$ cat src/rtl/axis_pkt_pkg.sv
// Shared constants, FSM state type and round-robin helper for the AXI-Stream
// packet arbiter and the other schedulers built on the same priority rule.
package axis_pkt_pkg;

    localparam int AXIS_DATA_W  = 8;
    localparam int AXIS_USER_W  = 16;
    localparam int AXIS_MAX_LEN = 2048;

    // Widest port set any scheduler in this slice arbitrates over.
    localparam int ARB_MAX_PORT = 4;
    localparam int ARB_PTR_W    = 2;

    typedef enum logic [1:0] {
        IDLE  = 2'd0,
        XFER  = 2'd1,
        DRAIN = 2'd2
    } arb_state_t;

    // One-hot grant for the first requester at or after ptr+1, wrapping around.
    function automatic logic [ARB_MAX_PORT-1:0] rr_pick(
        input logic [ARB_MAX_PORT-1:0] req,
        input logic [ARB_PTR_W-1:0]    ptr
    );
        logic [ARB_MAX_PORT-1:0] gnt;
        logic [ARB_PTR_W-1:0]    j;
        gnt = '0;
        // Scan farthest-first so the nearest requester is the last one written.
        for (int i = ARB_MAX_PORT; i >= 1; i--) begin
            j = ptr + ARB_PTR_W'(i);
            if (req[j]) begin
                gnt    = '0;
                gnt[j] = 1'b1;
            end else begin
                gnt = gnt;
            end
        end
        return gnt;
    endfunction

endpackage

$ cat src/rtl/rr_pick_n.sv
// Combinational round-robin priority encoder: request vector and last-served
// index in, one-hot grant and its index out.
module rr_pick_n
    import axis_pkt_pkg::*;
#(
    parameter int N_PORT = 4
)(
    input  logic [N_PORT-1:0]         req,
    input  logic [$clog2(N_PORT)-1:0] ptr,
    output logic [N_PORT-1:0]         grant,
    output logic [$clog2(N_PORT)-1:0] idx
);

    localparam int IDX_W = $clog2(N_PORT);

    logic [ARB_MAX_PORT-1:0] gnt_s;

    // Padded ports never request, so widening does not disturb the rotation order.
    assign gnt_s = rr_pick(ARB_MAX_PORT'(req), ARB_PTR_W'(ptr));
    assign grant = gnt_s[N_PORT-1:0];

    // Encode the one-hot grant back to a port index.
    always_comb begin
        idx = '0;
        for (int i = 0; i < N_PORT; i++) begin
            idx = idx | ({IDX_W{grant[i]}} & IDX_W'(i));
        end
    end

endmodule

$ cat src/rtl/axis_pkt_arb.sv
// Packet-granular round-robin merge of up to four AXI-Stream sources.
// Define AXIS_PKT_ARB_LEN_CHECK_EN to enable length checking and the DRAIN state.
module axis_pkt_arb
    import axis_pkt_pkg::*;
#(
    parameter int N_PORT  = 4,
    parameter int DATA_W  = AXIS_DATA_W,
    parameter int USER_W  = AXIS_USER_W,
    parameter int MAX_LEN = AXIS_MAX_LEN
)(
    input  logic                     i_clk,
    input  logic                     i_rst_n,
    input  logic [N_PORT*DATA_W-1:0] i_s_axis_data,
    input  logic [N_PORT*USER_W-1:0] i_s_axis_user,
    input  logic [N_PORT-1:0]        i_s_axis_valid,
    input  logic [N_PORT-1:0]        i_s_axis_last,
    output logic [N_PORT-1:0]        o_s_axis_ready,
    output logic [DATA_W-1:0]        o_m_axis_data,
    output logic [USER_W-1:0]        o_m_axis_user,
    output logic                     o_m_axis_valid,
    output logic                     o_m_axis_last,
    input  logic                     i_m_axis_ready,
    output logic [N_PORT-1:0]        o_grant,
    output logic                     o_busy,
    output logic                     o_len_err
);

    localparam int IDX_W = $clog2(N_PORT);

    arb_state_t        state_r;
    arb_state_t        state_s;
    logic [N_PORT-1:0] grant_r;
    logic [N_PORT-1:0] grant_s;
    logic [IDX_W-1:0]  ptr_r;
    logic [IDX_W-1:0]  ptr_s;
    logic [N_PORT-1:0] pick_grant_s;
    logic [IDX_W-1:0]  pick_idx_s;
    logic [DATA_W-1:0] src_data_s;
    logic [USER_W-1:0] src_user_s;
    logic              src_valid_s;
    logic              src_last_s;
    logic              accept_s;
    logic              out_last_s;
    logic [USER_W-1:0] out_user_s;

    rr_pick_n #(
        .N_PORT (N_PORT)
    ) u_rr_pick (
        .req   (i_s_axis_valid),
        .ptr   (ptr_r),
        .grant (pick_grant_s),
        .idx   (pick_idx_s)
    );

    // ptr_r equals the granted index for the whole packet, so it doubles as the source select.
    assign src_data_s  = i_s_axis_data[int'(ptr_r)*DATA_W +: DATA_W];
    assign src_user_s  = i_s_axis_user[int'(ptr_r)*USER_W +: USER_W];
    assign src_valid_s = i_s_axis_valid[ptr_r];
    assign src_last_s  = i_s_axis_last[ptr_r];
    assign accept_s    = (state_r == XFER) && src_valid_s && i_m_axis_ready;

`ifdef AXIS_PKT_ARB_LEN_CHECK_EN
    localparam int               CNT_W   = $clog2(MAX_LEN) + 1;
    localparam logic [CNT_W-1:0] CNT_ONE = {{(CNT_W-1){1'b0}}, 1'b1};

    logic [CNT_W-1:0]  cnt_r;
    logic [CNT_W-1:0]  cnt_s;
    logic [USER_W-1:0] beat_num_s;
    logic              user_bad_s;
    logic              trunc_s;
    logic              len_err_s;
    logic              len_err_r;

    // A bad length truncates on the first beat, so the buffer only ever sees a one-beat packet.
    assign beat_num_s = USER_W'(cnt_r + CNT_ONE);
    assign user_bad_s = (src_user_s == '0) || (src_user_s > USER_W'(MAX_LEN));
    assign trunc_s    = user_bad_s || (beat_num_s == src_user_s);
    assign out_last_s = src_last_s || trunc_s;
    assign out_user_s = (out_last_s && (beat_num_s != src_user_s)) ? beat_num_s : src_user_s;
    assign len_err_s  = accept_s && out_last_s && (!src_last_s || (beat_num_s != src_user_s));
    assign o_len_err  = len_err_r;

    // Beat counter restarts for every packet.
    always_comb begin
        if (state_r == IDLE) begin
            cnt_s = '0;
        end else if (accept_s) begin
            cnt_s = cnt_r + CNT_ONE;
        end else begin
            cnt_s = cnt_r;
        end
    end

    // Beat counter and length-error pulse registers.
    always_ff @(posedge i_clk or negedge i_rst_n) begin
        if (!i_rst_n) begin
            cnt_r     <= '0;
            len_err_r <= 1'b0;
        end else begin
            cnt_r     <= cnt_s;
            len_err_r <= len_err_s;
        end
    end
`else
    assign out_last_s = src_last_s;
    assign out_user_s = src_user_s;
    assign o_len_err  = 1'b0;
`endif

    // Next-state, grant and output steering for the arbiter FSM.
    always_comb begin
        state_s        = state_r;
        grant_s        = grant_r;
        ptr_s          = ptr_r;
        o_s_axis_ready = '0;
        o_m_axis_valid = 1'b0;
        o_m_axis_last  = 1'b0;
        o_m_axis_data  = '0;
        o_m_axis_user  = '0;
        case (state_r)
            IDLE: begin
                if (|i_s_axis_valid) begin
                    grant_s = pick_grant_s;
                    ptr_s   = pick_idx_s;
                    state_s = XFER;
                end else begin
                    state_s = IDLE;
                end
            end
            XFER: begin
                o_m_axis_valid = src_valid_s;
                o_m_axis_last  = out_last_s;
                o_m_axis_data  = src_data_s;
                o_m_axis_user  = out_user_s;
                o_s_axis_ready = grant_r & {N_PORT{i_m_axis_ready}};
                if (accept_s && out_last_s) begin
`ifdef AXIS_PKT_ARB_LEN_CHECK_EN
                    if (src_last_s) begin
                        grant_s = '0;
                        state_s = IDLE;
                    end else begin
                        state_s = DRAIN;
                    end
`else
                    grant_s = '0;
                    state_s = IDLE;
`endif
                end else begin
                    state_s = XFER;
                end
            end
`ifdef AXIS_PKT_ARB_LEN_CHECK_EN
            DRAIN: begin
                o_s_axis_ready = grant_r;
                if (src_valid_s && src_last_s) begin
                    grant_s = '0;
                    state_s = IDLE;
                end else begin
                    state_s = DRAIN;
                end
            end
`endif
            default: begin
                grant_s = '0;
                state_s = IDLE;
            end
        endcase
    end

    // Arbiter state, grant and round-robin pointer; the pointer resets so port 0 wins first.
    always_ff @(posedge i_clk or negedge i_rst_n) begin
        if (!i_rst_n) begin
            state_r <= IDLE;
            grant_r <= '0;
            ptr_r   <= IDX_W'(N_PORT - 1);
        end else begin
            state_r <= state_s;
            grant_r <= grant_s;
            ptr_r   <= ptr_s;
        end
    end

    assign o_grant = grant_r;
    assign o_busy  = (state_r != IDLE);

endmodule
$ cat config.mk
export PLATFORM = sky130hd
export DESIGN_NAME = axis_pkt_arb
export DESIGN_NICKNAME = d
export VERILOG_FILES = /design/src/rtl/axis_pkt_pkg.sv /design/src/rtl/rr_pick_n.sv /design/src/rtl/axis_pkt_arb.sv
export SDC_FILE = /design/constraint.sdc
export NUM_CORES = 1
export LEC_CHECK = 0
export ABC_AREA = 0
export BUFFER_PORTS_ARGS = -buffer_cell sky130_fd_sc_hd__buf_2
export CAP_MARGIN = 20
export CELL_PAD_IN_SITES_DETAIL_PLACEMENT = 1
export CELL_PAD_IN_SITES_GLOBAL_PLACEMENT = 1
export CORE_MARGIN = 2
export CORE_UTILIZATION = 23
export DETAILED_ROUTE_END_ITERATION = 8
export MAX_ROUTING_LAYER = met4
export PLACE_DENSITY_LB_ADDON = 0.1
export SKIP_CTS_REPAIR_TIMING = 1
export SLEW_MARGIN = 20
export SYNTH_ARGS = -nofsm -noshare
export SYNTH_HDL_FRONTEND = slang
export SYNTH_SLANG_ARGS = --single-unit
$ cat constraint.sdc
create_clock -name i_clk -period 2.73 [get_ports i_clk]
set_clock_uncertainty 0.15 [all_clocks]
set_input_delay 0.546 -clock i_clk [delete_from_list [all_inputs] [get_ports i_clk]]
set_output_delay 0.546 -clock i_clk [all_outputs]
set_load 0.1 [all_outputs]
### After elaboration in Yosys (flattened, before gate mapping)

Index checks and enable logic that the tools add are counted.

* add/sub/neg operators: 3
* $lt $le $gt $ge: 8
* equality and inequality tests: 3
* shift-type cells: 2
* multiplexer cells: 33
* bitwise gates (word level): 3
* reductions and logical operators: 12

Operator list (count)
* 64-bit by 7-bit variable part select with 16-bit output: 1
* 32-bit by 6-bit variable part select with 8-bit output: 1
* 4-bit two-way mux: 7
* 16-bit two-way mux: 1
* 1-bit two-way mux: 13
* 2-bit by 3-bit less-than comparator with 1-bit output, second input constant: 4
* 1-bit binary-select mux with 2-bit select: 5
* 1-bit demux with 2-bit select: 4
* 2-bit by 1-bit >= comparator with 1-bit output, second input constant: 4
* 8-bit two-way mux: 1
* 4-bit one-hot mux with 2 select lines: 1
* 1-bit logical AND: 7
* 2-bit adder, second input constant: 2
* 4-bit bitwise AND: 1
* 2-bit one-hot mux with 2 select lines: 1
* 2-bit AND reduction: 2
* 4-bit OR reduction: 1
* 2-bit by 1-bit adder with 2-bit output, second input constant: 1
* 2-bit by 1-bit == test with 1-bit output, second input constant: 1
* 2-bit logical NOT: 1
* 2-bit by 1-bit inequality test with 1-bit output, second input constant: 1
* 2-bit inequality test, second input constant: 1
* 1-bit by 2-bit bitwise OR with 2-bit output: 1
* 2-bit bitwise OR: 1
* 2-bit nonzero test: 1

* register bits: 8
* output and inout bits: 36

### Logic depth before layout (Yosys ltp)

* word-level depth: 10
* gate-level depth with buffers: 8
* gate-level depth less buffers: 7

### By module

Synthesis repeated with hierarchy kept, for this count alone.

* cell total of the unflattened synthesis: 138
* area, all modules: 1486.4 um^2

By module, submodules not included
* axis_pkt_arb: times used 1, cells each 105, area each 1163.6 um^2
* rr_pick_n: times used 1, cells each 33, area each 322.8 um^2

### Worst setup path after synthesis

Ideal clock, no wire load.

* path type: register -> output
* start: register ptr_r[0]
* end: output port o_m_axis_user[10]
* arrival: 2.250 ns
* required time: 2.034 ns
* path slack: -0.216 ns
* cell stages (with the launch flop): 6
* path buffers: 3
* cells stage by stage: dfstp_2 > buf_6 > buf_2 > buf_2 > mux4_2 > and2_1

* word-level cells in the longest chain between the ends: 2

RTL lines
* start: declaration: RTL line axis_pkt_arb.sv:34 `logic [IDX_W-1:0] ptr_r;`
* start signal: assignment: RTL line axis_pkt_arb.sv:175 `ptr_r <= IDX_W'(N_PORT - 1);`
* start signal: assignment: RTL line axis_pkt_arb.sv:179 `ptr_r <= ptr_s;`
* 64-bit by 7-bit variable part select with 16-bit output: RTL line axis_pkt_arb.sv:57 `assign src_user_s = i_s_axis_user[int'(ptr_r)*USER_W +: USER_W];`
* 16-bit two-way mux: RTL line axis_pkt_arb.sv:120 `case (state_r)`
* end: declaration: RTL line axis_pkt_arb.sv:19 `output logic [USER_W-1:0] o_m_axis_user,`

No other way between the ends.

### Final worst setup path

* start: register ptr_r[0]
* end: output port o_m_axis_data[1]

* word-level cells in the longest chain between the ends: 2

RTL lines
* 32-bit by 6-bit variable part select with 8-bit output: RTL line axis_pkt_arb.sv:56 `assign src_data_s = i_s_axis_data[int'(ptr_r)*DATA_W +: DATA_W];`
* 8-bit two-way mux: RTL line axis_pkt_arb.sv:120
* end: declaration: RTL line axis_pkt_arb.sv:18 `output logic [DATA_W-1:0] o_m_axis_data,`

No other way between the ends.

==> metrics.md <==
| Metric | Value |
|---|---|
| CP required | `just over 2000 ps` |
| Clock sinks | `7` |
| CP Launch Type | `flip-flop` |
| Drt pass-1 iters | `4` |
| Cells on worst reg2reg path | `9` |
| Most used DFF post-synth | `dfrtp_1` |
| Max-Cap Viols | `0` |
| Via count | `between 1500 and 2000` |
| Most used cell, CP | `buf_12` |
| Area delta synth->final | `84.4%` |
| Layout cells sized above 1 | `around 77%` |
| DR WL/cell | `~17 um` |
| Initial antenna violation count | `0` |
| Die width | `around 85 um` |
| Final WL | `around 6.5 mm` |
| Setup CP Type | `reg2out` |
| Layout Nets | `around 410` |
| Crit. End Element | `output pin` |
| Die ar. | `just over 7000 um^2` |
| DRT antenna net count | `0` |
| Fin crit share | `97.9%` |
| Synth cell types | `36` |
| Critical Path Max Stage Delay | `about 550 ps` |
| WP data arrival | `between 1500 and 2000 ps` |
| Synthesized area | `between 1500 and 2000 um^2` |
| Fmax | `374 MHz` |
| RR Startpoint | `ptr_r[0]` |
| Rows | `29` |
| Post-Syn Area per Cell | `about 11 um^2` |
| Post-synthesis sequential area ratio | `about an eighth` |
| Port Buf Inserts | `~140` |
| Post-DP HPWL | `around 5.3 mm` |
| Largest net degree at the start of global routing | `37` |
| CTS clk-pin slew, worst paths | `40 ps` |
| Clock Path Buffers | `2` |
| Core ar. | `6350 um^2` |
| Root buffer cell | `clkbuf_8` |
| Top-level I/O count | `143` |
| Inst Count DP | `366` |
| H-tree depth | `1` |
| CTS tree | `yes` |
| Initial Util | `between 20% and 30%` |
| Final period demand of the worst path | `between 2000 and 3000 ps` |
| CP Max Fanout | `16` |
| Fillers | `734` |
| Reg2Reg Setup Slack | `roughly 70 ps` |
| Async SR Flop Fraction | `between 90% and 100%` |
| Fin cells | `between 300 and 400` |
| Final hold slack | `1.86 ps` |
| First-pass GRT wire length | `between 9 and 10 mm` |
| Worst path slowest cell | `dfstp_2` |
| Max Slew Vio Count | `0` |
| Reg2reg end | `ptr_r[1]` |
| Gr usage total | `roughly 17%` |
| Final Hold Fails | `0` |
| Yosys warning total | `0` |
| Core Util, Final | `roughly 44%` |
| HP Class | `in2async` |
| Total gr overflow | `0` |
| Status | `finished, final reports clean` |
| RSZ-0062 raised after global routing | `true` |
| Post-synth EDFFs | `0` |
| N_diodes | `0` |
| Die Span Y | `85.2 um` |
| Vias/cell | `approximately 4.8` |
| Seq cells post-synth | `7` |
| TritonCTS buffer count | `3` |
| Initial drt markers | `23` |
| # DRC | `0` |
| Syn_nets | `between 200 and 300` |
| GPL Wtd Cong | `between 0.7 and 0.8` |
| Clock Latency Late Sink | `220 ps` |
| Synth Instances | `around 140` |
| Worst path cell trace | `buf_12 -> buf_12 -> mux4_2 -> and2_2 -> buf_6` |
| Vias in the first global route | `~1800` |
| Final Setup Violations | `0` |
cells in the mapped netlist, types with 2 or more instances:
| master | number | area [um^2] |
|---|---|---|
| and2_1 | 26 | 163 |
| dfstp_2 | 2 | 52.6 |
| buf_2 | 4 | 20.0 |
| and3_1 | 10 | 62.6 |
| ha_1 | 7 | 87.6 |
| mux2i_1 | 3 | 30.0 |
| nand3_1 | 3 | 15.0 |
| mux2_2 | 2 | 22.5 |
| nand2_1 | 6 | 22.5 |
| o41ai_1 | 2 | 17.5 |
| o22ai_1 | 3 | 18.8 |
| clkbuf_1 | 6 | 22.5 |
| dfrtp_1 | 5 | 125 |
| mux4_2 | 27 | 608 |
| nor2_1 | 3 | 11.3 |
| nand2b_1 | 3 | 18.8 |
| a21o_1 | 3 | 22.5 |
| nor2b_1 | 3 | 18.8 |
| a211o_1 | 2 | 17.5 |
| inv_1 | 3 | 11.3 |
area by class of cell:
class	instances	area, um^2	share of cell area (%)
clock buffer	4	45.0	1.61
timing repair buffer	163	1100	39.5
inverter	3	11.3	0.402
tap	77	96.3	3.44
sequential	7	178	6.35
multi-input combinational	117	1360	48.7
worst max-delay path by stage:
| stage | startpoint | to | cells past startpoint |
|---|---|---|---|
| 2_1_floorplan | ptr_r[0] | o_m_axis_user[10] | 5 |
| 3_3_place_gp | ptr_r[1] | ptr_r[1] | 9 |
| 3_5_place_dp | ptr_r[1] | ptr_r[1] | 9 |
| 4_1_cts | ptr_r[0] | o_m_axis_data[5] | 5 |
| 5_1_grt | ptr_r[0] | o_m_axis_data[3] | 5 |
| 6_report | ptr_r[0] | o_m_axis_data[1] | 5 |
per-stage QoR:
stage	TNS (ps)	worst slack (ps)	instance area, um^2
after global routing	-38.8	-26.7	2800
final	0	56.2	2800
after detailed placement	-224	-134	2480
after global placement	-283	-162	2480
after CTS	-4160	-191	2530
after floorplan	-7.58	-7.58	1560
layer usage:
layer	wire length, um	vias up	global-route usage (%)
li1	-	862	-
met1	2550	861	20.3
met2	3520	67	31.2
met3	353	4	2.04
met4	30	0	3.17
met5	0	-	-
critical path: cells and delay by family (launching register included):
kind                   cells  cell delay, ps
buffers and inverters      3             500
DFF                        1             550
muxes                      1             490
and+or+nand+nor            1             210
flip-flops by register name, indices dropped and copies added (netlist names):
| name | cells |
|---|---|
| o_grant | 4 |
| state_r | 1 |
| ptr_r | 2 |
placed cells by master, fill, tap and decap left out, types with 6 or more instances in the layout:
| master | count |
|---|---|
| and2_1 | 7 |
| and2_2 | 9 |
| and2_4 | 10 |
| and3_1 | 7 |
| buf_2 | 115 |
| buf_4 | 18 |
| buf_6 | 21 |
| ha_1 | 6 |
| mux4_2 | 27 |
| nand2_1 | 6 |
cell families after synthesis:
family | synth area share (%)
other | 0.247
DFF | 11.7
and+or+nand+nor | 22.3
muxes | 44.4
adders and majority gates | 5.77
AOI/OAI and AO/OA | 10.8
buffers and inverters | 4.78
Power is left out: the tool's default activity adds up to more than one toggle a clock period on the data nets, which glitch-free logic cannot reach.
